--- config.mk ---
export PLATFORM = sky130hd
export DESIGN_NAME = jx2_mem_port_arb
export DESIGN_NICKNAME = d
export VERILOG_FILES = /design/src/rtl/jx2_mem_port_arb_pkg.sv /design/src/rtl/jx2_rr_arb2.sv /design/src/rtl/jx2_mem_port_arb.sv
export SDC_FILE = /design/constraint.sdc
export NUM_CORES = 2
export LEC_CHECK = 0
export CAP_MARGIN = 15
export CORE_AREA = 4 4 521 523
export DETAILED_ROUTE_END_ITERATION = 8
export DIE_AREA = 0 0 525 527
export PLACE_DENSITY = 0.3
export RECOVER_POWER = 50
export SLEW_MARGIN = 20
export SYNTH_ARGS = -nofsm -noshare
export SYNTH_HDL_FRONTEND = slang
export SYNTH_HIERARCHICAL = 1
export SYNTH_SLANG_ARGS = --single-unit
--- constraint.sdc ---
create_clock -name clock -period 2.1 [get_ports clock]
set_input_delay 0.21 -clock clock [delete_from_list [all_inputs] [get_ports clock]]
set_output_delay 0.21 -clock clock [all_outputs]
set_load 0.02 [all_outputs]
--- src/rtl/jx2_mem_port_arb_pkg.sv ---
// Shared definitions for the JX2 memory port arbiter: OK/status codes,
// FSM state encoding and requester IDs.
package jx2_mem_port_arb_pkg;

  localparam logic [1:0] UMEM_OK_READY = 2'h0;
  localparam logic [1:0] UMEM_OK_OK    = 2'h1;
  localparam logic [1:0] UMEM_OK_HOLD  = 2'h2;
  localparam logic [1:0] UMEM_OK_FAULT = 2'h3;

  typedef enum logic [1:0] {
    ST_IDLE    = 2'd0,
    ST_GNT_IC  = 2'd1,
    ST_GNT_DC  = 2'd2,
    ST_RELEASE = 2'd3
  } arb_state_e;

  typedef enum logic {
    REQ_IC = 1'b0,
    REQ_DC = 1'b1
  } req_id_e;

  // A requester that is not being serviced is told to wait only while it asks.
  function automatic logic [1:0] holdIfOe(input logic oe);
    return oe ? UMEM_OK_HOLD : UMEM_OK_READY;
  endfunction

endpackage

--- src/rtl/jx2_rr_arb2.sv ---
// Combinational two-way pick between I$ and D$: round-robin on ties,
// with an optional override that always favours the D$.
module jx2_rr_arb2
  import jx2_mem_port_arb_pkg::*;
#(
  parameter int unsigned PRIO_DC = 0
) (
  input  logic    icReq_i,
  input  logic    dcReq_i,
  input  req_id_e lastGnt_i,
  output logic    gntValid_o,
  output req_id_e gntId_o
);

  always_comb begin
    gntValid_o = icReq_i | dcReq_i;
    gntId_o    = REQ_IC;
    if (icReq_i && dcReq_i) begin
      gntId_o = ((PRIO_DC != 0) || (lastGnt_i == REQ_IC)) ? REQ_DC : REQ_IC;
    end else if (dcReq_i) begin
      gntId_o = REQ_DC;
    end
  end

endmodule

--- src/rtl/jx2_mem_port_arb.sv ---
// Shares the single external memory port between the I$ and D$ using the
// OE/OK handshake, one transaction in flight, with a per-grant watchdog.
module jx2_mem_port_arb
  import jx2_mem_port_arb_pkg::*;
#(
  parameter int unsigned ADDR_W  = 20,
  parameter int unsigned DATA_W  = 256,
  parameter int unsigned TIMEOUT = 255,
  parameter int unsigned PRIO_DC = 0
) (
  input  logic              clock,
  input  logic              reset,
  input  logic [ADDR_W-1:0] icAddr,
  input  logic              icOE,
  output logic [DATA_W-1:0] icData,
  output logic [1:0]        icOK,
  input  logic [ADDR_W-1:0] dcAddr,
  input  logic              dcOE,
  input  logic              dcWE,
  input  logic [DATA_W-1:0] dcDataIn,
  output logic [DATA_W-1:0] dcDataOut,
  output logic [1:0]        dcOK,
  output logic [ADDR_W-1:0] memAddr,
  output logic              memOE,
  output logic              memWE,
  output logic [DATA_W-1:0] memDataOut,
  input  logic [DATA_W-1:0] memDataIn,
  input  logic [1:0]        memOK
);

  localparam logic [7:0] TIMEOUT_CNT = 8'(TIMEOUT);

  arb_state_e        state_q;
  req_id_e           lastGnt_q;
  logic [7:0]        wdog_q;
  logic [7:0]        wdog_d;
  logic [ADDR_W-1:0] memAddr_q;
  logic              memOE_q;
  logic              memWE_q;
  logic [DATA_W-1:0] memDataOut_q;
  logic [DATA_W-1:0] icData_q;
  logic [DATA_W-1:0] dcData_q;
  logic [1:0]        icOK_q;
  logic [1:0]        dcOK_q;

  logic    gntValid;
  req_id_e gntId;
  logic    winIc;
  logic    winnerOe;

  jx2_rr_arb2 #(
    .PRIO_DC(PRIO_DC)
  ) u_rr (
    .icReq_i   (icOE),
    .dcReq_i   (dcOE),
    .lastGnt_i (lastGnt_q),
    .gntValid_o(gntValid),
    .gntId_o   (gntId)
  );

  // lastGnt always names the current owner once a grant has been made.
  assign winIc    = (lastGnt_q == REQ_IC);
  assign winnerOe = winIc ? icOE : dcOE;
  assign wdog_d   = wdog_q + 8'd1;

  always_ff @(posedge clock) begin
    if (!reset) begin
      state_q      <= ST_IDLE;
      lastGnt_q    <= REQ_DC;
      wdog_q       <= '0;
      memAddr_q    <= '0;
      memOE_q      <= 1'b0;
      memWE_q      <= 1'b0;
      memDataOut_q <= '0;
      icData_q     <= '0;
      dcData_q     <= '0;
      icOK_q       <= UMEM_OK_READY;
      dcOK_q       <= UMEM_OK_READY;
    end else begin
      case (state_q)
        ST_IDLE: begin
          // Memory status is ignored here so a stale response cannot leak through.
          icOK_q <= holdIfOe(icOE);
          dcOK_q <= holdIfOe(dcOE);
          wdog_q <= '0;
          if (gntValid) begin
            state_q      <= (gntId == REQ_IC) ? ST_GNT_IC : ST_GNT_DC;
            lastGnt_q    <= gntId;
            memOE_q      <= 1'b1;
            memAddr_q    <= (gntId == REQ_IC) ? icAddr : dcAddr;
            memWE_q      <= (gntId == REQ_DC) && dcWE;
            memDataOut_q <= (gntId == REQ_DC) ? dcDataIn : '0;
          end
        end

        ST_GNT_IC, ST_GNT_DC: begin
          wdog_q <= wdog_d;
          if (winIc) dcOK_q <= holdIfOe(dcOE);
          else       icOK_q <= holdIfOe(icOE);
          if (!winnerOe) begin
            memOE_q <= 1'b0;
            memWE_q <= 1'b0;
            state_q <= ST_RELEASE;
            if (winIc) icOK_q <= UMEM_OK_READY;
            else       dcOK_q <= UMEM_OK_READY;
          end else if (memOK == UMEM_OK_OK) begin
            memOE_q <= 1'b0;
            memWE_q <= 1'b0;
            state_q <= ST_RELEASE;
            if (winIc) begin
              icOK_q   <= UMEM_OK_OK;
              icData_q <= memDataIn;
            end else begin
              dcOK_q   <= UMEM_OK_OK;
              dcData_q <= memDataIn;
            end
          end else if (wdog_d == TIMEOUT_CNT) begin
            memOE_q <= 1'b0;
            memWE_q <= 1'b0;
            state_q <= ST_RELEASE;
            if (winIc) icOK_q <= UMEM_OK_FAULT;
            else       dcOK_q <= UMEM_OK_FAULT;
          end else begin
            if (winIc) icOK_q <= UMEM_OK_HOLD;
            else       dcOK_q <= UMEM_OK_HOLD;
          end
        end

        ST_RELEASE: begin
          // Wait for memory to finish its handshake before re-arbitrating.
          wdog_q <= '0;
          if (winIc) dcOK_q <= holdIfOe(dcOE);
          else       icOK_q <= holdIfOe(icOE);
          if (!winnerOe) begin
            if (winIc) icOK_q <= UMEM_OK_READY;
            else       dcOK_q <= UMEM_OK_READY;
            if (memOK == UMEM_OK_READY) state_q <= ST_IDLE;
          end
        end

        default: state_q <= ST_IDLE;
      endcase
    end
  end

  assign memAddr    = memAddr_q;
  assign memOE      = memOE_q;
  assign memWE      = memWE_q;
  assign memDataOut = memDataOut_q;
  assign icData     = icData_q;
  assign dcDataOut  = dcData_q;
  assign icOK       = icOK_q;
  assign dcOK       = dcOK_q;

endmodule
==> impl_metrics.json <==
{
  "grt_pass1_wl_um": 267000,
  "synth_top_area_cell": "dfxtp_1",
  "crit_required_ns": 1.89,
  "synth_edf_count": 0,
  "fin_tns_setup_ns": 0,
  "hold_viol_final": 0,
  "irDropWorstVdd_uv": 738,
  "synth_seq_area_share_pct": 52.9,
  "synth_top_area_share_pct": 52.9,
  "layout.nets": 5735,
  "start_kind": "flip-flop",
  "grt_use_total_pct": 13.5,
  "synth.ff_latch_count": 805,
  "path_cells": "clkdlybuf4s50_1",
  "cts_root_buf": "clkbuf_16",
  "clk_latency_ns": 0.71,
  "rsz0062_at_grt": "yes",
  "pin_count": 1353,
  "cts_tree": "done",
  "remaining_drc_errors": 0,
  "first_global_vias": 31900,
  "synth_top_flop_cell": "dfxtp_1",
  "drv_slew": 0,
  "cts_made_buffers": 113,
  "dp_hpwl_um": 157000,
  "clk_path_buf_depth": 3,
  "final_common_cell": "nand2_1",
  "maxCapViolCount": 0,
  "yosysUniqueCellTypes": 42,
  "mappedNetlistArea_um2": 30400,
  "synthTopCellsByArea": "dfxtp_1, nand2_1, a21boi_1, a21boi_0, nand3_1",
  "end_kind": "output port",
  "antenna_found_initial": 70,
  "place.gp.congestion": 0.808,
  "path_class": "flip-flop to output port",
  "avgViaCountPerCell": 3.52,
  "routedWlPerCell_um": 22.1,
  "routed_wl_um": 195000,
  "die_area_um2": 277000,
  "drive_above_1_share_pct": 7.29,
  "slew_headroom_pct": 53.5,
  "rows": 190,
  "fin_crit_sh_pct": 94.4,
  "clkTransAtPathRegs_ns": 0.06,
  "slowest_delay_ns": 0.72,
  "dr.pass1.iters": 5,
  "drt_iter0_markers": 1340,
  "finalSetupViolations": 0,
  "crit_slowest_cell": "clkdlybuf4s50_1",
  "htree_levels": 3,
  "critPathBufInv": 1,
  "num_vias": 31000,
  "status": "complete, no violations",
  "synth_nets": 4132,
  "synthCells": 3569,
  "syn_avg_cell_area_um2": 8.53,
  "timing.fmax_mhz": 504,
  "hp-class": "input pin to flip-flop",
  "worstPathMaxFanout": 2,
  "grt_max_degree": 83,
  "synth_warnings": 6,
  "area_growth_pct": 81.2,
  "final_cell_mix": "nand2_1, clkdlybuf4s50_1, dfxtp_1",
  "antenna_left": 0,
  "core_area_um2": 267000,
  "grt-ovfl-total": 0,
  "die_x_um": 525,
  "fp.dieH_um": 527,
  "critical-path-top-delay-family": "buffers and inverters",
  "port_buffers": 1352,
  "tightest_slew_ns": 0.700,
  "timing.hold.ws_ns": 0.0996,
  "cts.sinks": 805,
  "start_util_pct": 11.4,
  "powerDensity_nw_per_um2": 891,
  "finalClockSkew_ns": 0.0330,
  "crit_arrival_ns": 1.77,
  "min_period_ns": 1.98,
  "async_flop_share_pct": 0,
  "p_leak_nw": 19.1,
  "totalPowerFinal_mw": 49.2
}
[Yosys cell counts, types with 11 or more instances]
master	n
nand2_1	1313
buf_4	21
buf_2	97
a21boi_1	392
mux2i_1	25
nand3_1	264
nor2_1	13
dfxtp_1	805
a21boi_0	377
buf_1	11
o211a_1	21
clkbuf_1	163
[cell type report]
class / instances / area, um2
antenna: 15 / 37.5
clock buffer: 170 / 3290
clock inverter: 29 / 526
fill: 29600 / 212000
inverter: 7 / 26.3
multi-input combinational: 2459 / 13000
sequential: 805 / 16100
tap: 3552 / 4440
timing repair buffer: 1786 / 17700
[kinds of logic (layout without fill, tap and decap cells)]
group                      Yosys count  count (layout)  synth area share [%]
and+or+nand+nor                   1613            1613                  21.2
AOI/OAI and AO/OA                  810             810                  20.1
DFF                                805             805                  52.9
buffers and inverters              305            1992                  4.57
muxes                               26              26                 0.859
xor gates and xnor gates             6               6                 0.173
adders and majority gates            4               4                 0.164
other                                0              15                     0
[state kept, by name, summed over array words and instances (netlist names)]
signal,cells
wdog_q,8
lastGnt_q,1
memAddr,20
dcDataOut,256
dcOK,2
memDataOut,256
icData,256
state_q,2
memWE,1
icOK,2
memOE,1
[through the flow]
stage / utilization, % / area (um2) / setup WS, ns / instances
floorplan: - / 30400 / 0.287 / 3569
finish: 20.7 / 55200 / 0.117 / 8823
global route: 20.7 / 55100 / -0.00177 / 8815
CTS: 20.7 / 55300 / 0.000383 / 8805
global placement: 18.5 / 49500 / -0.236 / 8396
detailed placement: 18.5 / 49500 / -0.235 / 8396
[routing by layer]
layer | vias to the layer above | GRT usage, % | share of wire [%]
met4 | 64 | 3.04 | 2.4
met2 | 1103 | 24.9 | 51
met1 | 14600 | 14.4 | 38
met5 | - | 0 | 0.21
met3 | 276 | 5.51 | 8.9
li1 | 15000 | - | -
[power by group]
| group | switching, mW | leakage (nW) | internal, mW |
|---|---|---|---|
| combinational | 7.01 | 10.7 | 5.20 |
| clock | 7.90 | 1.86 | 12.1 |
| sequential | 0.576 | 6.51 | 16.3 |
| total | 15.5 | 19.1 | 33.7 |
[repair_timing]
action / in CTS / in global routing
hold buffers: 209 / 0
buffers inserted: 0 / 2
pin swaps: 0 / 2
endpoints found under the hold margin: 297 / 0
gates resized for setup: 133 / 14
cloned: 1 / 1
endpoints found under the setup margin: 132 / 229
[worst paths after layout]
path / start / to / slack, ns / cells after the start
setup / recovery: dcDataOut[195] / dcDataOut[195] / 0.12 / 1
hold / removal: dcDataIn[152] / memDataOut[152] / 0.1 / 3
setup reg to reg: state_q[0] / dcDataOut[2] / 0.13 / 10
hold reg to reg: dcDataOut[71] / dcDataOut[71] / 0.45 / 2
Power figures use the tool's default switching activity.
